--- config.mk ---
export PLATFORM = sky130hd
export DESIGN_NAME = sseg_scan_capture
export DESIGN_NICKNAME = d
export VERILOG_FILES = /design/src/rtl/sseg_pkg.sv /design/src/rtl/sseg_pattern_decode.sv /design/src/rtl/sseg_scan_capture.sv
export SDC_FILE = /design/constraint.sdc
export NUM_CORES = 1
export LEC_CHECK = 0
export BUFFER_PORTS_ARGS = -buffer_cell sky130_fd_sc_hd__buf_4
export CORE_MARGIN = 4
export CORE_UTILIZATION = 60
export CTS_BUF_LIST = sky130_fd_sc_hd__clkbuf_4 sky130_fd_sc_hd__clkbuf_8
export DETAILED_ROUTE_END_ITERATION = 6
export PLACE_DENSITY = 0.86
export REMOVE_ABC_BUFFERS = 1
export SYNTH_ARGS = -nofsm -noshare
export SYNTH_HDL_FRONTEND = slang
export SYNTH_HIERARCHICAL = 1
export SYNTH_SLANG_ARGS = --single-unit
--- constraint.sdc ---
create_clock -name clk -period 9.08 [get_ports clk]
set_input_delay 0.454 -clock clk [delete_from_list [all_inputs] [get_ports clk]]
set_output_delay 0.454 -clock clk [all_outputs]
set_load 0.01 [all_outputs]
--- src/rtl/sseg_pkg.sv ---
// Shared definitions for the seven-segment capture path.
// Latency: n/a (types and constants only).
// Backpressure: n/a.
// Contents: segment width, the active-low hex pattern table (same table the
// hex-to-segment ROM drives), and the capture FSM state encoding.
package sseg_pkg;

    localparam int SEG_W = 7;

    // Active-low {a,b,c,d,e,f,g} pattern for each hex digit, indexed by digit value.
    localparam logic [SEG_W-1:0] SEG_PAT [16] = '{
        7'h01, 7'h4F, 7'h12, 7'h06, 7'h4C, 7'h24, 7'h20, 7'h0F,
        7'h00, 7'h04, 7'h08, 7'h60, 7'h31, 7'h42, 7'h30, 7'h38
    };

    typedef enum logic [1:0] {
        ST_WAIT   = 2'd0,
        ST_SAMPLE = 2'd1,
        ST_HOLD   = 2'd2
    } cap_state_t;

endpackage

--- src/rtl/sseg_pattern_decode.sv ---
// Reverse lookup of an active-low 7-segment pattern to its hex nibble.
// Latency: combinational.
// Backpressure: none.
// Ports: i_pat segment pattern in; o_hit pattern is a known digit; o_nib digit value.
module sseg_pattern_decode
    import sseg_pkg::*;
(
    input  logic [SEG_W-1:0] i_pat,
    output logic             o_hit,
    output logic [3:0]       o_nib
);

    always_comb begin
        o_hit = 1'b0;
        o_nib = 4'h0;
        for (int k = 0; k < 16; k++) begin
            if (i_pat == SEG_PAT[k]) begin
                o_hit = 1'b1;
                o_nib = 4'(k);
            end
        end
    end

endmodule

--- src/rtl/sseg_scan_capture.sv ---
// Recovers hex digits and decimal points from a multiplexed active-low display bus.
// Latency: hex/dp update SETTLE+3 edges after the last an/sseg change; frame_done one edge later.
// Backpressure: none; passive tap, a dwell shorter than SETTLE+1 cycles is ignored.
// Ports: clk/reset_n; an, sseg display nets in; err_clr clears err;
//        hex/dp captured digits, frame_done per full scan, err/err_pat unknown pattern.
module sseg_scan_capture
    import sseg_pkg::*;
#(
    parameter int N_DIG  = 4,
    parameter int SETTLE = 8
)(
    input  logic                 clk,
    input  logic                 reset_n,
    input  logic [N_DIG-1:0]     an,
    input  logic [7:0]           sseg,
    input  logic                 err_clr,
    output logic [4*N_DIG-1:0]   hex,
    output logic [N_DIG-1:0]     dp,
    output logic                 frame_done,
    output logic                 err,
    output logic [SEG_W-1:0]     err_pat
);

    logic [N_DIG-1:0]   r_an_s1, r_an_s2, r_an_prev;
    logic [7:0]         r_sseg_s1, r_sseg_s2, r_sseg_prev;
    logic [7:0]         r_stable_cnt;
    cap_state_t         r_state;
    logic [4*N_DIG-1:0] r_hex;
    logic [N_DIG-1:0]   r_dp;
    logic [N_DIG-1:0]   r_seen;
    logic               r_frame_done;
    logic               r_err;
    logic [SEG_W-1:0]   r_err_pat;

    logic               w_chg;
    logic [N_DIG-1:0]   w_sel;
    logic               w_trig;
    logic               w_hit;
    logic [3:0]         w_nib;

    sseg_pattern_decode u_dec (
        .i_pat (r_sseg_s2[SEG_W-1:0]),
        .o_hit (w_hit),
        .o_nib (w_nib)
    );

    assign w_chg = (r_an_s2 != r_an_prev) || (r_sseg_s2 != r_sseg_prev);
    assign w_sel = ~r_an_s2;
    // The !w_chg term stops a dwell of exactly SETTLE cycles from sampling the
    // value that has just replaced it.
    assign w_trig = (r_state == ST_WAIT) && !w_chg &&
                    (r_stable_cnt == 8'(SETTLE - 1)) && $onehot(w_sel);

    // Synchroniser, previous-value register and settle counter. Reset to the
    // idle (all ones) bus value so a held digit still needs a full window.
    always_ff @(posedge clk or negedge reset_n) begin
        if (!reset_n) begin
            r_an_s1      <= '1;
            r_an_s2      <= '1;
            r_an_prev    <= '1;
            r_sseg_s1    <= '1;
            r_sseg_s2    <= '1;
            r_sseg_prev  <= '1;
            r_stable_cnt <= '0;
        end else begin
            r_an_s1     <= an;
            r_an_s2     <= r_an_s1;
            r_an_prev   <= r_an_s2;
            r_sseg_s1   <= sseg;
            r_sseg_s2   <= r_sseg_s1;
            r_sseg_prev <= r_sseg_s2;
            if (w_chg)
                r_stable_cnt <= '0;
            else if (r_stable_cnt != 8'hFF)
                r_stable_cnt <= r_stable_cnt + 8'd1;
        end
    end

    // Capture FSM. The capture itself is registered on the WAIT->SAMPLE edge,
    // so SAMPLE is the first cycle with the new digit visible; HOLD then
    // blocks further captures until the bus moves.
    always_ff @(posedge clk or negedge reset_n) begin
        if (!reset_n) begin
            r_state      <= ST_WAIT;
            r_hex        <= '0;
            r_dp         <= '0;
            r_seen       <= '0;
            r_frame_done <= 1'b0;
            r_err        <= 1'b0;
            r_err_pat    <= '0;
        end else begin
            case (r_state)
                ST_WAIT:   if (w_trig) r_state <= ST_SAMPLE;
                ST_SAMPLE: r_state <= w_chg ? ST_WAIT : ST_HOLD;
                ST_HOLD:   if (w_chg) r_state <= ST_WAIT;
                default:   r_state <= ST_WAIT;
            endcase

            r_frame_done <= &r_seen;
            r_seen <= ((&r_seen) ? '0 : r_seen) | ((w_trig && w_hit) ? w_sel : '0);

            for (int i = 0; i < N_DIG; i++) begin
                if (w_trig && w_hit && w_sel[i]) begin
                    r_hex[4*i +: 4] <= w_nib;
                    r_dp[i]         <= ~r_sseg_s2[7];
                end
            end

            // A miss in the same cycle as err_clr leaves err set.
            if (w_trig && !w_hit) begin
                r_err     <= 1'b1;
                r_err_pat <= r_sseg_s2[SEG_W-1:0];
            end else if (err_clr) begin
                r_err <= 1'b0;
            end
        end
    end

    assign hex        = r_hex;
    assign dp         = r_dp;
    assign frame_done = r_frame_done;
    assign err        = r_err;
    assign err_pat    = r_err_pat;

endmodule

==> flow_metrics.env, run 1 <==
export IMPL_max_stage_delay_ns=0.64
export IMPL_cts_sinks=79
export IMPL_ys_ff_latch=79
export IMPL_path_clk_slew_ns=0.08
export IMPL_drive_above_1_share_pct=46.7
export IMPL_synth_area_leaders="dfrtp_1, dfstp_2, mux2_2"
export IMPL_grt_max_degree=80
export IMPL_detail_route_vias_per_cell=5.69
export IMPL_cts_tree="done"
export IMPL_max_freq_ghz=0.309
export IMPL_die_w_um=83.1
export IMPL_grt_pass1_vias=2070
export IMPL_finalMaxSlewViolations=0
export IMPL_synth_top_cell_area_share_pct=31.8
export IMPL_diodes=0
export IMPL_cts_setup_buffers=0
export IMPL_insertion_delay_ns=0.35
export IMPL_max_slew_margin_rel_pct=38.2
export IMPL_synthArstFlopShare_pct=100
export IMPL_crit_top_cell="ha_1"
export IMPL_cts_hold_buf=0
export IMPL_tns_ns=0
export IMPL_ys_seq_area_share_pct=59.7
export IMPL_rsz0062_at_grt="false"
export IMPL_required_ns=9.31
export IMPL_finalClockSkew_ns=0.00983
export IMPL_grt_usage_pct=19.9
export IMPL_critical_path_top_delay_family="simple AND/OR/NAND/NOR gates"
export IMPL_grt_antenna_before_repair=0
export IMPL_cts_resized_gates=0
export IMPL_die_y_um=83.1
export IMPL_cts_root_buf="clkbuf_8"
export IMPL_post_synth_top_count_cell="dfrtp_1"
export IMPL_p_leak_uw=0.00188
export IMPL_critPathArrivalTime_ns=3.47
export IMPL_timing_max_cap_violations=0
export IMPL_synth_main_ff_cell="dfrtp_1"
export IMPL_wl_per_cell_um=17.1
export IMPL_drtIter0Drc=227
export IMPL_final_util_pct=72.1
export IMPL_path_cells="fa_1 > inv_1 > ha_1 > ha_1 > or4b_1 > nor4_2 > nand4_2 > mux2_2"
export IMPL_syn_inst=242
export IMPL_hp_class="in2async"
export IMPL_crit_path_end_kind="register"
export IMPL_htreeDepth=3
export IMPL_antenna_left=0
export IMPL_yosys_warnings=6
export IMPL_min_period_ns=3.24
export IMPL_start_kind="register"
export IMPL_ir_worst_vdd_uv=169
export IMPL_path_buf_inv=1
export IMPL_grt_pass1_wl_um=10700
export IMPL_crit_fanout=6
export IMPL_syn2layout_area_growth_pct=16.6
export IMPL_synth_edf_count=0
export IMPL_num_nets_final=305
export IMPL_run_status="complete, no violations"
export IMPL_numPortBuffers=43
export IMPL_yosysUniqueCellTypes=52
export IMPL_period_share_pct=35.7
export IMPL_ios=44
export IMPL_worstMarginPinSlew_ns=0.927
export IMPL_cts_made_buffers=9
export IMPL_drc=0
export IMPL_dp_hpwl_um=4290
export IMPL_cts_buffer_depth=2
export IMPL_vias=2065
export IMPL_dieArea_um2=6910
export IMPL_syn_mean_instance_area_um2=14.0
export IMPL_worst_path_max_delay_cell="or4b_1"
export IMPL_num_rows=27
export IMPL_grt_ovfl_total=0
export IMPL_whs_ns=0.203
export IMPL_design_core_area_um2=5470
export IMPL_nFillCells=362
export IMPL_power_density_nw_per_um2=179
export IMPL_initial_core_util_pct=61.8
export IMPL_route_final_wire_length_um=6210
export IMPL_drt_first_pass_iters=4
export IMPL_place_congestion=0.740
export IMPL_hold_violations=0
export IMPL_crit_type="reg2reg"
export IMPL_syn_area_um2=3380
export IMPL_yosysTopAreaCell="dfrtp_1"
export IMPL_synthTopCellsByCount="dfrtp_1, dfstp_2, mux2_2"
export IMPL_finalSetupViolations=0
==> routing by layer <==
metal / share of wire [%] / vias up / routed length [um] / global-route usage, %
met5: 0 / - / 0 / 0
met4: 2.0 / 0 / 123 / 8.02
met3: 5.4 / 10 / 337 / 5.85
met2: 49 / 63 / 3040 / 29.7
met1: 44 / 1040 / 2710 / 27.3
li1: - / 952 / - / -
==> metrics by stage <==
step                instance area [um^2]  std cells  total power, uW  setup slack, ns
CTS                                 3950        363              714             5.83
global route                        3950        363              740             5.69
finish                              3950        363              708             5.84
floorplan                           3300        232              401             6.11
global placement                    3710        347              417             5.92
detailed placement                  3710        347              419             5.84
==> registers in the layout (all words and copies together) (netlist names) <==
| signal | count |
|---|---|
| hex | 16 |
| r_an_s1 | 4 |
| r_state | 2 |
| err | 1 |
| r_sseg_s2 | 8 |
| r_seen | 4 |
| r_sseg_s1 | 8 |
| r_stable_cnt | 8 |
| dp | 4 |
| r_an_prev | 4 |
| r_sseg_prev | 8 |
| err_pat | 7 |
| r_an_s2 | 4 |
| frame_done | 1 |
==> power by group <==
group	total (uW)	leakage, uW	internal [uW]	switching [uW]
registers	378	0.000980	367	11.2
clock network	295	0.000109	164	131
logic	34.8	0.000793	13.2	21.6
==> area by class of cell <==
cell class | instances | area, um^2 | area share [%]
Sequential cell | 79 | 2020 | 51.3
Multi-Input combinational cell | 143 | 1240 | 31.5
Timing Repair Buffer | 43 | 323 | 8.18
Clock buffer | 10 | 138 | 3.49
Clock inverter | 6 | 92.6 | 2.35
Tap cell | 72 | 90.1 | 2.28
Inverter | 10 | 37.5 | 0.951
==> cells by family after synthesis <==
kind of cell / after synthesis / share of synthesized area (%)
flops: 79 / 59.7
xor+xnor: 16 / 4.14
simple gates: 70 / 16.0
compound gates: 23 / 5.18
mux: 30 / 9.72
buf+inv: 20 / 3.55
fa+ha+maj: 4 / 1.70
==> worst reg2reg max path, stage by stage (launching register included) <==
cell     delay (ns)
dfstp_2        0.58
fa_1           0.41
inv_1          0.06
ha_1           0.13
ha_1           0.22
or4b_1         0.64
nor4_2         0.37
nand4_2        0.32
mux2_2         0.39
==> cell usage in the layout, fill, tap and decap left out, drive strengths merged, types with 4 or more instances in the layout <==
| cell type | synthesis | layout |
|---|---|---|
| nor4 | 10 | 10 |
| nand3 | 6 | 6 |
| clkbuf | 3 | 10 |
| o21ai | 4 | 4 |
| nor2 | 11 | 11 |
| nand2 | 11 | 11 |
| nand2b | 5 | 5 |
| mux2 | 23 | 23 |
| a31oi | 4 | 4 |
| mux2i | 7 | 7 |
| buf | 7 | 43 |
| dfrtp | 43 | 43 |
| nand4 | 8 | 8 |
| a21oi | 4 | 4 |
| inv | 10 | 11 |
| dfstp | 36 | 36 |
| xor2 | 13 | 13 |
==> path summary, 6_finish.rpt <==
kind | start | end | slack [ns] | cells after the start
min in group clk | sseg[7] | r_sseg_s1[7] | 0.21 | 1
worst max-delay path | r_an_s2[3] | hex[14] | 5.84 | 8
worst min-delay path | reset_n | err_pat[1] | 0.20 | 1
worst min register to register | r_sseg_s1[6] | r_sseg_s2[6] | 0.35 | 0
worst max register to register | r_an_s2[3] | hex[14] | 5.84 | 8
max in group asynchronous | reset_n | hex[7] | 8.24 | 1
Power figures use the tool's default switching activity.
==> run 2: changes to the inputs <==
--- a/config.mk
+++ b/config.mk
@@ -7,10 +7,10 @@
 export LEC_CHECK = 0
 export BUFFER_PORTS_ARGS = -buffer_cell sky130_fd_sc_hd__buf_4
 export CORE_MARGIN = 4
-export CORE_UTILIZATION = 60
+export CORE_UTILIZATION = 54
 export CTS_BUF_LIST = sky130_fd_sc_hd__clkbuf_4 sky130_fd_sc_hd__clkbuf_8
 export DETAILED_ROUTE_END_ITERATION = 6
-export PLACE_DENSITY = 0.86
+export PLACE_DENSITY = 0.82
 export REMOVE_ABC_BUFFERS = 1
 export SYNTH_ARGS = -nofsm -noshare
 export SYNTH_HDL_FRONTEND = slang
==> constraint.sdc (replaced) <==
create_clock -name clk -period 2.7 [get_ports clk]
set_input_delay 0.135 -clock clk [delete_from_list [all_inputs] [get_ports clk]]
set_output_delay 0.135 -clock clk [all_outputs]
set_load 0.01 [all_outputs]
==> run 2 against run 1 <==
Compared with the run above:
- the run now ends with negative setup slack left
- setup slack got worse by 6.2 ns
- first-iteration DRC count fell by 72%
- sequential power rose to 3.3 times the previous value
- non-clock buffer count rose by 41
- combinational power rose to 5.2 times the previous value
- sequential share of layout area fell by 5.8 points
- global-route usage fell by 0.75 points
- largest cell class unchanged
==> flow_metrics.env, run 2 (synthesis results as in run 1) <==
export IMPL_place_congestion=0.796
export IMPL_final_util_pct=74.2
export IMPL_hold_violations=0
export IMPL_cts_made_buffers=9
export IMPL_design_core_area_um2=5990
export IMPL_final_common_cell="buf_4"
export IMPL_hp_class="reg2reg"
export IMPL_setup_ws_ns=-0.343
export IMPL_p_sw_uw=522
export IMPL_finalSetupViolations=29
export IMPL_required_ns=2.93
export IMPL_worstMarginPinSlew_ns=0.931
export IMPL_power_frac_seq_pct=49.8
export IMPL_drtIter0Drc=64
export IMPL_path_cells="fa_1 > inv_1 > ha_1 > ha_1 > or4b_4 > buf_6 > nor4_4 > nand4_4 > mux2_4"
export IMPL_num_rows=28
export IMPL_num_nets_final=346
export IMPL_dieArea_um2=7600
export IMPL_vias=2145
export IMPL_wl_per_cell_um=16.2
export IMPL_htreeDepth=3
export IMPL_cts_buffer_depth=2
export IMPL_power_density_nw_per_um2=567
export IMPL_grt_pass1_wl_um=11100
export IMPL_whs_ns=0.356
export IMPL_die_w_um=87.2
export IMPL_insertion_delay_ns=0.35
export IMPL_min_period_ns=3.04
export IMPL_intPower_uw=2000
export IMPL_cts_sinks=79
export IMPL_grt_antenna_before_repair=0
export IMPL_crit_path_end_kind="register"
export IMPL_period_share_pct=113
export IMPL_violations="negative setup slack"
export IMPL_antenna_left=0
export IMPL_drc=0
export IMPL_dp_hpwl_um=4180
export IMPL_drt_first_pass_iters=4
export IMPL_cts_tree="done"
export IMPL_diodes=0
export IMPL_route_final_wire_length_um=6600
export IMPL_max_stage_delay_ns=0.52
export IMPL_grt_usage_pct=19.1
export IMPL_rsz0062_at_grt="true"
export IMPL_critPathArrivalTime_ns=3.27
export IMPL_grt_max_degree=80
export IMPL_ir_worst_vdd_uv=431
export IMPL_p_leak_uw=0.00214
export IMPL_power_uw=2520
export IMPL_power_share_clock_pct=43.0
export IMPL_path_clk_slew_ns=0.07
export IMPL_max_slew_margin_rel_pct=37.9
export IMPL_ios=44
export IMPL_worst_path_max_delay_cell="fa_1"
export IMPL_grt_pass1_vias=2272
export IMPL_largest_reg_flops=16
export IMPL_tns_ns=-6.91
export IMPL_combinationalPowerShare_pct=7.2
export IMPL_drive_above_1_share_pct=50.6
export IMPL_path_buf_inv=2
export IMPL_critical_path_top_delay_family="simple AND/OR/NAND/NOR gates"
export IMPL_min_from="r_sseg_s1[2]"
export IMPL_ff2ff_setup_slack_ns=-0.34
export IMPL_run_status="complete, but fails checks"
export IMPL_finalMaxSlewViolations=0
export IMPL_critPathLaunch="r_an_s2[0]"
export IMPL_worstReg2RegStart="r_an_s2[0]"
export IMPL_grt_ovfl_total=0
export IMPL_initial_core_util_pct=56.5
export IMPL_cts_root_buf="clkbuf_8"
export IMPL_timing_max_cap_violations=0
export IMPL_start_kind="register"
export IMPL_swShare_pct=20.7
export IMPL_die_y_um=87.2
export IMPL_crit_type="reg2reg"
export IMPL_crit_top_cell="ha_1"
export IMPL_place_area_um2=3890
export IMPL_max_freq_ghz=0.329
export IMPL_syn2layout_area_growth_pct=31.4
export IMPL_layout_common_cells="buf_4, dfrtp_1, dfstp_2"
export IMPL_detail_route_vias_per_cell=5.27
export IMPL_numPortBuffers=43
export IMPL_crit_fanout=8
export IMPL_fin_area_um2=4450
export IMPL_finalClockSkew_ns=0.0163
-- run 2: metrics by stage --
| stage | instances | setup WS, ns |
|---|---|---|
| floorplan | 232 | -0.266 |
| global placement | 373 | -0.373 |
| detailed placement | 373 | -0.402 |
| CTS | 406 | -0.330 |
| global route | 407 | -0.436 |
| finish | 407 | -0.343 |
-- run 2: what timing repair did --
| action | 4_1_cts | 5_1_grt |
|---|---|---|
| endpoints found under the setup margin | 32 | 32 |
| endpoints found under the hold margin | 56 | 0 |
| pin swaps | 5 | 5 |
| gates resized for setup | 18 | 7 |
| setup buffers | 3 | 1 |
| hold buffers | 14 | 0 |
-- run 2: path summary, 6_finish.rpt --
path | to | cells after the start
max | err_pat[1] | 9
min | r_sseg_s2[2] | 0
max in group asynchronous | hex[13] | 2
min in group asynchronous | err | 2
max reg2reg | err_pat[1] | 9
min reg2reg | r_sseg_s2[2] | 0
-- run 2: cell type report --
class,instances,area (um^2)
inverters,10,37.5
repair buffers,84,692
clock inverters,3,90.1
multi-input cells,143,1350
fillers,390,1540
clock buffers,13,166
flip-flops and latches,79,2020
well taps,75,93.8
-- run 2: metal layers --
metal	GRT usage [%]	wire [um]	vias up
met5	0	0	-
met2	30.2	3280	55
met1	25.0	2860	1042
li1	-	-	1034
met3	6.34	326	14
met4	6.28	127	0
-- run 2: power groups by stage --
stage               registers (uW)  logic (uW)  clock network (uW)
finish                        1260         182                1080
global placement              1270         149                   0
global route                  1260         202                1170
detailed placement            1280         152                   0
floorplan                     1280        69.3                   0
CTS                           1260         179                1100
